### config.mk
export PLATFORM = sky130hd
export DESIGN_NAME = cpu_instr_issuer
export DESIGN_NICKNAME = d
export VERILOG_FILES = /design/src/rtl/cpu_issue_pkg.sv /design/src/rtl/instr_fifo.sv /design/src/rtl/cpu_instr_issuer.sv
export SDC_FILE = /design/constraint.sdc
export NUM_CORES = 1
export LEC_CHECK = 0
export ABC_AREA = 0
export CAP_MARGIN = 40
export CELL_PAD_IN_SITES_DETAIL_PLACEMENT = 1
export CELL_PAD_IN_SITES_GLOBAL_PLACEMENT = 2
export CORE_MARGIN = 2
export CORE_UTILIZATION = 38
export DETAILED_ROUTE_END_ITERATION = 10
export GPL_TIMING_DRIVEN = 0
export PLACE_DENSITY_LB_ADDON = 0.25
export SETUP_SLACK_MARGIN = 0.05
export SYNTH_ARGS = -nofsm -noshare
export SYNTH_HDL_FRONTEND = slang
export SYNTH_HIERARCHICAL = 1
export SYNTH_SLANG_ARGS = --single-unit
### constraint.sdc
create_clock -name clk -period 4.6 [get_ports clk]
set_clock_uncertainty 0.2 [all_clocks]
set_input_delay 1.15 -clock clk [delete_from_list [all_inputs] [get_ports clk]]
set_output_delay 1.15 -clock clk [all_outputs]
set_load 0.01 [all_outputs]
### src/rtl/cpu_issue_pkg.sv
// Shared definitions for the CPU instruction issuer.
//   issue_state_t : issuer FSM states
//   OP_* / ALU_*  : instruction field constants in cpu encoding
//   mk_instr      : builds a 16-bit word from {opcode, op, rn, low8}, where
//                   low8 is either an 8-bit immediate or {rd, sh, rm}
package cpu_issue_pkg;

  localparam int INSTR_W = 16;

  typedef enum logic [2:0] {
    IDLE   = 3'd0,
    LOAD   = 3'd1,
    START  = 3'd2,
    SETTLE = 3'd3,
    WAIT   = 3'd4,
    DONE   = 3'd5
  } issue_state_t;

  localparam logic [2:0] OP_MOV  = 3'b110;
  localparam logic [2:0] OP_ALU  = 3'b101;

  localparam logic [1:0] ALU_ADD = 2'b00;
  localparam logic [1:0] ALU_CMP = 2'b01;
  localparam logic [1:0] ALU_AND = 2'b10;
  localparam logic [1:0] ALU_MVN = 2'b11;

  function automatic logic [INSTR_W-1:0] mk_instr(input logic [2:0] opcode,
                                                  input logic [1:0] op,
                                                  input logic [2:0] rn,
                                                  input logic [7:0] low8);
    return {opcode, op, rn, low8};
  endfunction

endpackage

### src/rtl/instr_fifo.sv
// Synchronous FIFO holding instructions waiting to be issued.
//   clk, reset : clock and synchronous active-high reset (pointers only)
//   push, din  : write din at the tail; ignored while full
//   pop, dout  : dout shows the head combinationally; pop advances it
//   full/empty : occupancy flags
// Pointers carry one extra wrap bit so full and empty can be told apart
// when the address bits are equal.
module instr_fifo #(
  parameter int DEPTH  = 4,
  parameter int DATA_W = 16
) (
  input  logic              clk,
  input  logic              reset,
  input  logic              push,
  input  logic [DATA_W-1:0] din,
  input  logic              pop,
  output logic [DATA_W-1:0] dout,
  output logic              full,
  output logic              empty
);

  localparam int AW = $clog2(DEPTH);

  logic [DATA_W-1:0] mem [DEPTH];
  logic [AW:0]       wr_ptr;
  logic [AW:0]       rd_ptr;
  logic              do_push;
  logic              do_pop;

  assign empty   = (wr_ptr == rd_ptr);
  assign full    = (wr_ptr[AW] != rd_ptr[AW]) && (wr_ptr[AW-1:0] == rd_ptr[AW-1:0]);
  assign dout    = mem[rd_ptr[AW-1:0]];
  assign do_push = push && !full;
  assign do_pop  = pop && !empty;

  always_ff @(posedge clk) begin
    if (reset) begin
      wr_ptr <= '0;
      rd_ptr <= '0;
    end else begin
      if (do_push) wr_ptr <= wr_ptr + 1'b1;
      if (do_pop)  rd_ptr <= rd_ptr + 1'b1;
    end
  end

  // Storage is not reset; only the pointers define what is valid.
  always_ff @(posedge clk) begin
    if (do_push) mem[wr_ptr[AW-1:0]] <= din;
  end

endmodule

### src/rtl/cpu_instr_issuer.sv
// Feeds queued instructions one at a time to the cpu core and reports each
// completion.
//   instr_valid/instr_data/instr_ready : host push interface into the FIFO
//   cpu_in/cpu_load/cpu_s              : registered drive of cpu.in/load/s
//   cpu_w/cpu_out/cpu_nvz              : cpu wait flag, datapath out, flags
//   result_valid/result_data/result_nvz: one-cycle completion pulse + capture
//   done_count                         : completed instructions (wraps)
//   busy                               : FSM active or FIFO non-empty
//   timeout_err                        : sticky, set when WAIT gives up
module cpu_instr_issuer
  import cpu_issue_pkg::*;
#(
  parameter int DEPTH   = 4,
  parameter int TIMEOUT = 64
) (
  input  logic        clk,
  input  logic        reset,
  input  logic        instr_valid,
  input  logic [15:0] instr_data,
  output logic        instr_ready,
  output logic [15:0] cpu_in,
  output logic        cpu_load,
  output logic        cpu_s,
  input  logic        cpu_w,
  input  logic [15:0] cpu_out,
  input  logic [2:0]  cpu_nvz,
  output logic        result_valid,
  output logic [15:0] result_data,
  output logic [2:0]  result_nvz,
  output logic [15:0] done_count,
  output logic        busy,
  output logic        timeout_err
);

  localparam int              CNT_W    = $clog2(TIMEOUT);
  localparam logic [CNT_W-1:0] CNT_LAST = CNT_W'(TIMEOUT - 1);

  issue_state_t      state;
  issue_state_t      state_nxt;
  logic [CNT_W-1:0]  tmo_cnt;
  logic              tmo_hit;
  logic              fifo_pop;
  logic              fifo_full;
  logic              fifo_empty;
  logic [15:0]       fifo_dout;

  instr_fifo #(
    .DEPTH (DEPTH),
    .DATA_W(16)
  ) u_fifo (
    .clk  (clk),
    .reset(reset),
    .push (instr_valid),
    .din  (instr_data),
    .pop  (fifo_pop),
    .dout (fifo_dout),
    .full (fifo_full),
    .empty(fifo_empty)
  );

  assign instr_ready = !fifo_full;
  assign busy        = (state != IDLE) || !fifo_empty;
  // The head is consumed on the edge that enters LOAD, in step with cpu_in.
  assign fifo_pop    = (state == IDLE) && (state_nxt == LOAD);

  always_comb begin
    state_nxt = state;
    tmo_hit   = 1'b0;
    case (state)
      IDLE:   if (!fifo_empty && cpu_w) state_nxt = LOAD;
      LOAD:   state_nxt = START;
      START:  state_nxt = SETTLE;
      // cpu_w is still high here while the cpu leaves its wait state.
      SETTLE: state_nxt = WAIT;
      WAIT: begin
        if (cpu_w) begin
          state_nxt = DONE;
        end else if (tmo_cnt == CNT_LAST) begin
          tmo_hit   = 1'b1;
          state_nxt = IDLE;
        end
      end
      DONE:   state_nxt = IDLE;
      default: state_nxt = IDLE;
    endcase
  end

  // Outputs are registered from the next state so each strobe lines up
  // exactly with the state it belongs to.
  always_ff @(posedge clk) begin
    if (reset) begin
      state        <= IDLE;
      tmo_cnt      <= '0;
      cpu_in       <= '0;
      cpu_load     <= 1'b0;
      cpu_s        <= 1'b0;
      result_valid <= 1'b0;
      result_data  <= '0;
      result_nvz   <= '0;
      done_count   <= '0;
      timeout_err  <= 1'b0;
    end else begin
      state        <= state_nxt;
      cpu_load     <= (state_nxt == LOAD);
      cpu_s        <= (state_nxt == START);
      result_valid <= (state_nxt == DONE);

      if (fifo_pop) cpu_in <= fifo_dout;

      if (state == SETTLE) begin
        tmo_cnt <= '0;
      end else if (state == WAIT && !cpu_w && !tmo_hit) begin
        tmo_cnt <= tmo_cnt + 1'b1;
      end

      if (tmo_hit) timeout_err <= 1'b1;

      // Capture on the WAIT->DONE edge so the values are present during DONE.
      if (state == WAIT && cpu_w) begin
        result_data <= cpu_out;
        result_nvz  <= cpu_nvz;
        done_count  <= done_count + 16'd1;
      end
    end
  end

endmodule
# ---- After elaboration in Yosys (flattened, before gate mapping)
# Memories as Yosys holds them, arrays and structs flattened. A register that Yosys moved wholly into a read port is not among the register bits.
# Index checks and enable logic that the tools add are counted.
dict set report word_totals {
  memories 1
  input_bits 39
  wordCells 52
  regBits 54
  ramBits 64
  output_inout_bits 57
}
# memory words word_bits read_ports rd_clocked_by_memory_dff write_ports line_no
set memory_table {}
lappend memory_table {u_fifo.mem 4 16 1 1 1 instr_fifo.sv:24} ;# logic [DATA_W-1:0] mem [DEPTH];
dict set report op_classes {
  n_eq_ne 11
  reduce_logical 16
  n_addsub 4
  n_mux 9
}
# operator count
set ops {}
lappend ops {{adder 16 x 1 -> 16 bit, second input constant} 1}
lappend ops {{case mux 3 bit (5 select lines)} 1}
lappend ops {{equality test 3 x 2 -> 1 bit, second input constant} 3}
lappend ops {{two-way mux 3 bit} 3}
lappend ops {{logical AND 1 bit} 8}
lappend ops {{adder 3 x 1 -> 3 bit, second input constant} 2}
lappend ops {{adder 6 x 1 -> 6 bit, second input constant} 1}
lappend ops {{equality test 3 x 1 -> 1 bit, second input constant} 2}
lappend ops {{equality test 3 bit, second input constant} 2}
lappend ops {{equality test 6 bit, second input constant} 1}
lappend ops {{two-way mux 1 bit} 5}
lappend ops {{zero test 1 bit} 4}
lappend ops {{equality test 3 bit} 1}
lappend ops {{zero test 3 bit} 1}
lappend ops {{nonzero test 3 bit} 1}
lappend ops {{equality test 2 bit} 1}
lappend ops {{OR reduction 2 bit} 1}
lappend ops {{logical OR 1 bit} 1}
lappend ops {{inequality test 1 bit} 1}

# ---- Logic depth before layout (Yosys ltp)
dict set report logic_depth {
  depth_word 8
  ltp_mapped 10
  ltp_nobuf 7
}

# ---- Modules after synthesis
# The synthesis kept the hierarchy.
# mod instances cells_each seq_area_each_um2 area_each_um2
set modules_own_cells {}
lappend modules_own_cells {instr_fifo 1 152 2082.0 2885.3}
lappend modules_own_cells {cpu_instr_issuer 1 284 1281.2 2587.5}

# ---- Least setup slack after synthesis
# No wires, ideal clock.
dict set report synth_path {
  path_kind {register -> output}
  startpoint {register u_fifo.wr_ptr[1]}
  endpoint {output busy}
  path_buffers 1
  arrival_time_ns 1.522
  slack_ns 1.728
  path_stages_with_launch 7
  t_required_ns 3.250
  cell_sequence {dfxtp_1 > buf_6 > xnor2_1 > nand2_1 > nor2_1 > nand2b_1 > or3_1}
}
dict set report synth_via {
  elab_chain_cells 3
}
# item line_no
set synth_lines {}
lappend synth_lines {{start: declaration} instr_fifo.sv:25} ;# logic [AW:0] wr_ptr;
lappend synth_lines {{start signal: assignment} instr_fifo.sv:41} ;# if (do_push) wr_ptr <= wr_ptr + 1'b1;
lappend synth_lines {{equality test 3 bit} instr_fifo.sv:30} ;# assign empty = (wr_ptr == rd_ptr);
lappend synth_lines {{net fifo_empty} cpu_instr_issuer.sv:44} ;# logic fifo_empty;
lappend synth_lines {{zero test 1 bit} cpu_instr_issuer.sv:62} ;# assign busy = (state != IDLE) || !fifo_empty;
lappend synth_lines {{logical OR 1 bit} cpu_instr_issuer.sv:62}
lappend synth_lines {{end: declaration} cpu_instr_issuer.sv:31} ;# output logic busy,
# The timed path passes the listed nets, and every way through them passes these cells.

# ---- Worst setup path after layout
dict set report layout_path {
  startpoint {register u_fifo.wr_ptr[0]}
  endpoint {output busy}
}
# The elaborated chain is that of the path after synthesis.

==> out/results.ini <==
[run_status]
status = finished, final reports clean

[cts]
cts.reportedPaths.clkPinSlew_ps = 60
postCtsSetupRepairBufs = 0
cts_inserted_buffers = 17
clock-sinks = 136
cts_hold_repair.buffers = 0
clock_tree.root_cell = sky130_fd_sc_hd__clkbuf_16
clock_tree.htree_level_count = 4
cts_resized = 0
ctsLongestPathBuffers = 2
clk_latency_ps = 420
tritoncts = built

[synthesis]
yosys-top-cells-area = sky130_fd_sc_hd__edfxtp_1 35%, sky130_fd_sc_hd__dfxtp_1 26%, sky130_fd_sc_hd__mux4_2 6.6%, sky130_fd_sc_hd__nand2_1 3.4%, sky130_fd_sc_hd__mux2i_1 3.1%
synth_cells = 436
yosys_warns = 6
cell_type_with_the_largest_total_area_after_synthesis = sky130_fd_sc_hd__edfxtp_1
synth.net_count = 482
ys_seq_elements = 136
synth_top_cell_area_share_pct = 35.12
synthesis.area_per_instance_sq_um = 12.55
yosysSeqAreaShare_pct = 61.45
netlist-cell-type-count = 52
syn_area_sq_mm = 0.005473

[global_routing]
groute.usage.overall_pct = 18.05
congestion_overflow_gr = 0
global_route_wire_length_before_repair_mm = 20.47
pin_count_of_the_biggest_net_entering_global_routing = 17
first_global_vias = 4061
antenna_found_initial = 0

[layout]
fin_nets = 599
fillerInstances = 1445
layout-drive-gt1-share_pct = 12.72
synthToLayoutAreaGrowth_pct = 32.76
num_antenna_cells = 0

[detailed_routing]
post_drt_via_cell_ratio = 5.101
remaining_drc_errors = 0
antenna_violating_nets_post_route = 0
wl_per_cell_um = 17.66
wirelength_mm = 13.17
first_pass_iters = 6
drt_iter0_markers = 217
via_count = 3805

[place]
place_worst_setup_slack_ps = 822.9
place_congestion = 0.7221
post-dp-hpwl_mm = 8.970
port_buffers = 94

[critical_path]
crit_path_max_incr_delay_ps = 590
timing.critical_path.fanout_max = 8
timing.critical_path.to_type = output port
worst-setup-path-type = flop to output port
worstPathBufferInverterCount = 1
cp_slowest_cell = sky130_fd_sc_hd__xnor2_1
required_ps = 3250
worst_path_dominant_cell_family = simple AND/OR/NAND/NOR gates
critical_path_arrival_ps = 2890
critical_path.cell_chain = xnor2_1, nand2_1, nor2_1, nand2b_1, or3_1, clkdlybuf4s50_1
critPathLaunchType = flop

[floorplan]
core_region_area_sq_mm = 0.01399
die_w_um = 124.0
dieHeight_um = 124.0
start_util_pct = 39.12
floorplan.io_pins = 96
die_area_sq_mm = 0.01538
row_count = 43

[job]
max_cap_violations = 0

[power_and_ir_drop]
p_total_mw = 3.718
pwr_density_cell_mw_per_mm2 = 511.7
static-leakage-power_nw = 2.472
irDropWorstVdd_uv = 310.5

[timing]
finalMaxSlewViolations = 0
layout_setup_ws_ps = 356.8
finalSetupTns_ps = 0
final_critical_path_share_of_the_clock_period_pct = 92.24
worst_pin_slew_ps = 688.1
number_of_endpoints_failing_setup_at_the_final_stage = 0
max_freq_ghz = 0.2357
slew-limit-headroom_pct = 53.80
min_period_ps = 4243
rsz_0062_raised_after_global_routing = no
hold_viol = 0

[min_path]
hold_path_class = flop to flop

kinds of logic after synthesis:
logic type	share of synthesized area, %
xor+xnor	3.201
buf+inv	3.109
simple gates	13.79
fa+ha+maj	1.600
compound gates	6.539
mux	10.31
flops	61.45
cells in the mapped netlist (all sizes together):
cell     instances
o21a             1
nand2b           4
inv              8
mux2             3
edfxtp          64
or3              3
a211o            2
nor2            40
a41oi            2
dfxtp           72
clkbuf          10
nor4b            1
nand4bb          2
and4b            1
nor4bb           1
o2111ai          3
xor2            10
a31o             2
mux2i           17
and4             2
nand2           50
o31ai            1
or4              2
mux4            16
nand3            9
nand3b           2
o211ai           7
nor3             5
or2              1
nor2b            5
ha               7
nor4             3
xnor2           10
o21ai            7
and2             4
and3             2
buf             14
a31oi            5
nor3b            5
a21oi           28
nand4            5
cells in the final DEF, fill, tap and decap left out, drive strengths merged, types with 6 or more instances in the layout:
cell | Yosys | routed
clkinv | 0 | 6
buf | 14 | 18
a21oi | 28 | 28
xnor2 | 10 | 10
nand3 | 9 | 9
nor2 | 40 | 40
nand2 | 50 | 50
mux4 | 16 | 16
clkdlybuf4s50 | 0 | 94
o211ai | 7 | 7
ha | 7 | 7
clkbuf | 10 | 28
mux2i | 17 | 17
o21ai | 7 | 7
dfxtp | 72 | 72
edfxtp | 64 | 64
inv | 8 | 11
xor2 | 10 | 10
tightest hold or removal path, stage by stage, from the launching register on:
cell                      delay [ps]
sky130_fd_sc_hd__dfxtp_1         300
sky130_fd_sc_hd__nand2_1          50
sky130_fd_sc_hd__a21oi_1          50
sequential cells by signal (all words and copies together), names as in the netlist, named ones only:
register	flops
cpu_in	16
cpu_load	1
cpu_s	1
done_count	16
result_data	16
result_nvz	3
result_valid	1
state	3
timeout_err	1
tmo_cnt	6
u_fifo/mem	64
u_fifo/rd_ptr	3
u_fifo/wr_ptr	3
metal layers:
metal | vias up | track usage, % | part of all wire, %
li1 | 1829 | - | -
met5 | - | 0 | 0
met4 | 0 | 8.427 | 2.1
met1 | 1848 | 20.88 | 42
met2 | 105 | 30.94 | 51
met3 | 23 | 5.128 | 5.4
metrics by stage:
step	utilization, %	std cells	instance area (sq um)	hold slack (ps)
after CTS	51.94	746	7266	259.7
final	51.94	746	7266	258.2
after detailed placement	47.91	714	6701	249.6
after global placement	47.46	710	6639	242.2
after floorplan	-	436	5473	278.7
after global routing	51.94	746	7266	278.4
power breakdown:
part	leakage, nW	internal (mW)	switching (mW)	total, mW
Sequential	1.17	1.43	0.0760	1.50
Combinational	1.04	0.455	0.482	0.936
Clock	0.264	0.758	0.519	1.28
path summary, 6_finish.rpt:
| path | slack, ps | depth (start not counted) | endpoint | startpoint |
|---|---|---|---|---|
| min | 260 | 2 | result_data[7] | result_data[7] |
| min reg2reg | 260 | 2 | result_data[7] | result_data[7] |
| max reg2reg | 1630 | 9 | flop | u_fifo/wr_ptr[0] |
| max | 360 | 6 | busy | u_fifo/wr_ptr[0] |
cell type report:
class                   instances  area, sq um  share of cell area, %
flip-flops and latches        136         3363                  46.29
multi-input cells             268         1946                  26.78
repair buffers                 98        997.2                  13.72
clock buffers                  18        439.2                  6.044
well taps                     180        225.2                  3.100
plain buffers                  24        140.1                  1.929
clock inverters                14        125.1                  1.722
inverters                       8        30.03                 0.4133
Note: power is estimated with default switching activity, not from simulation.
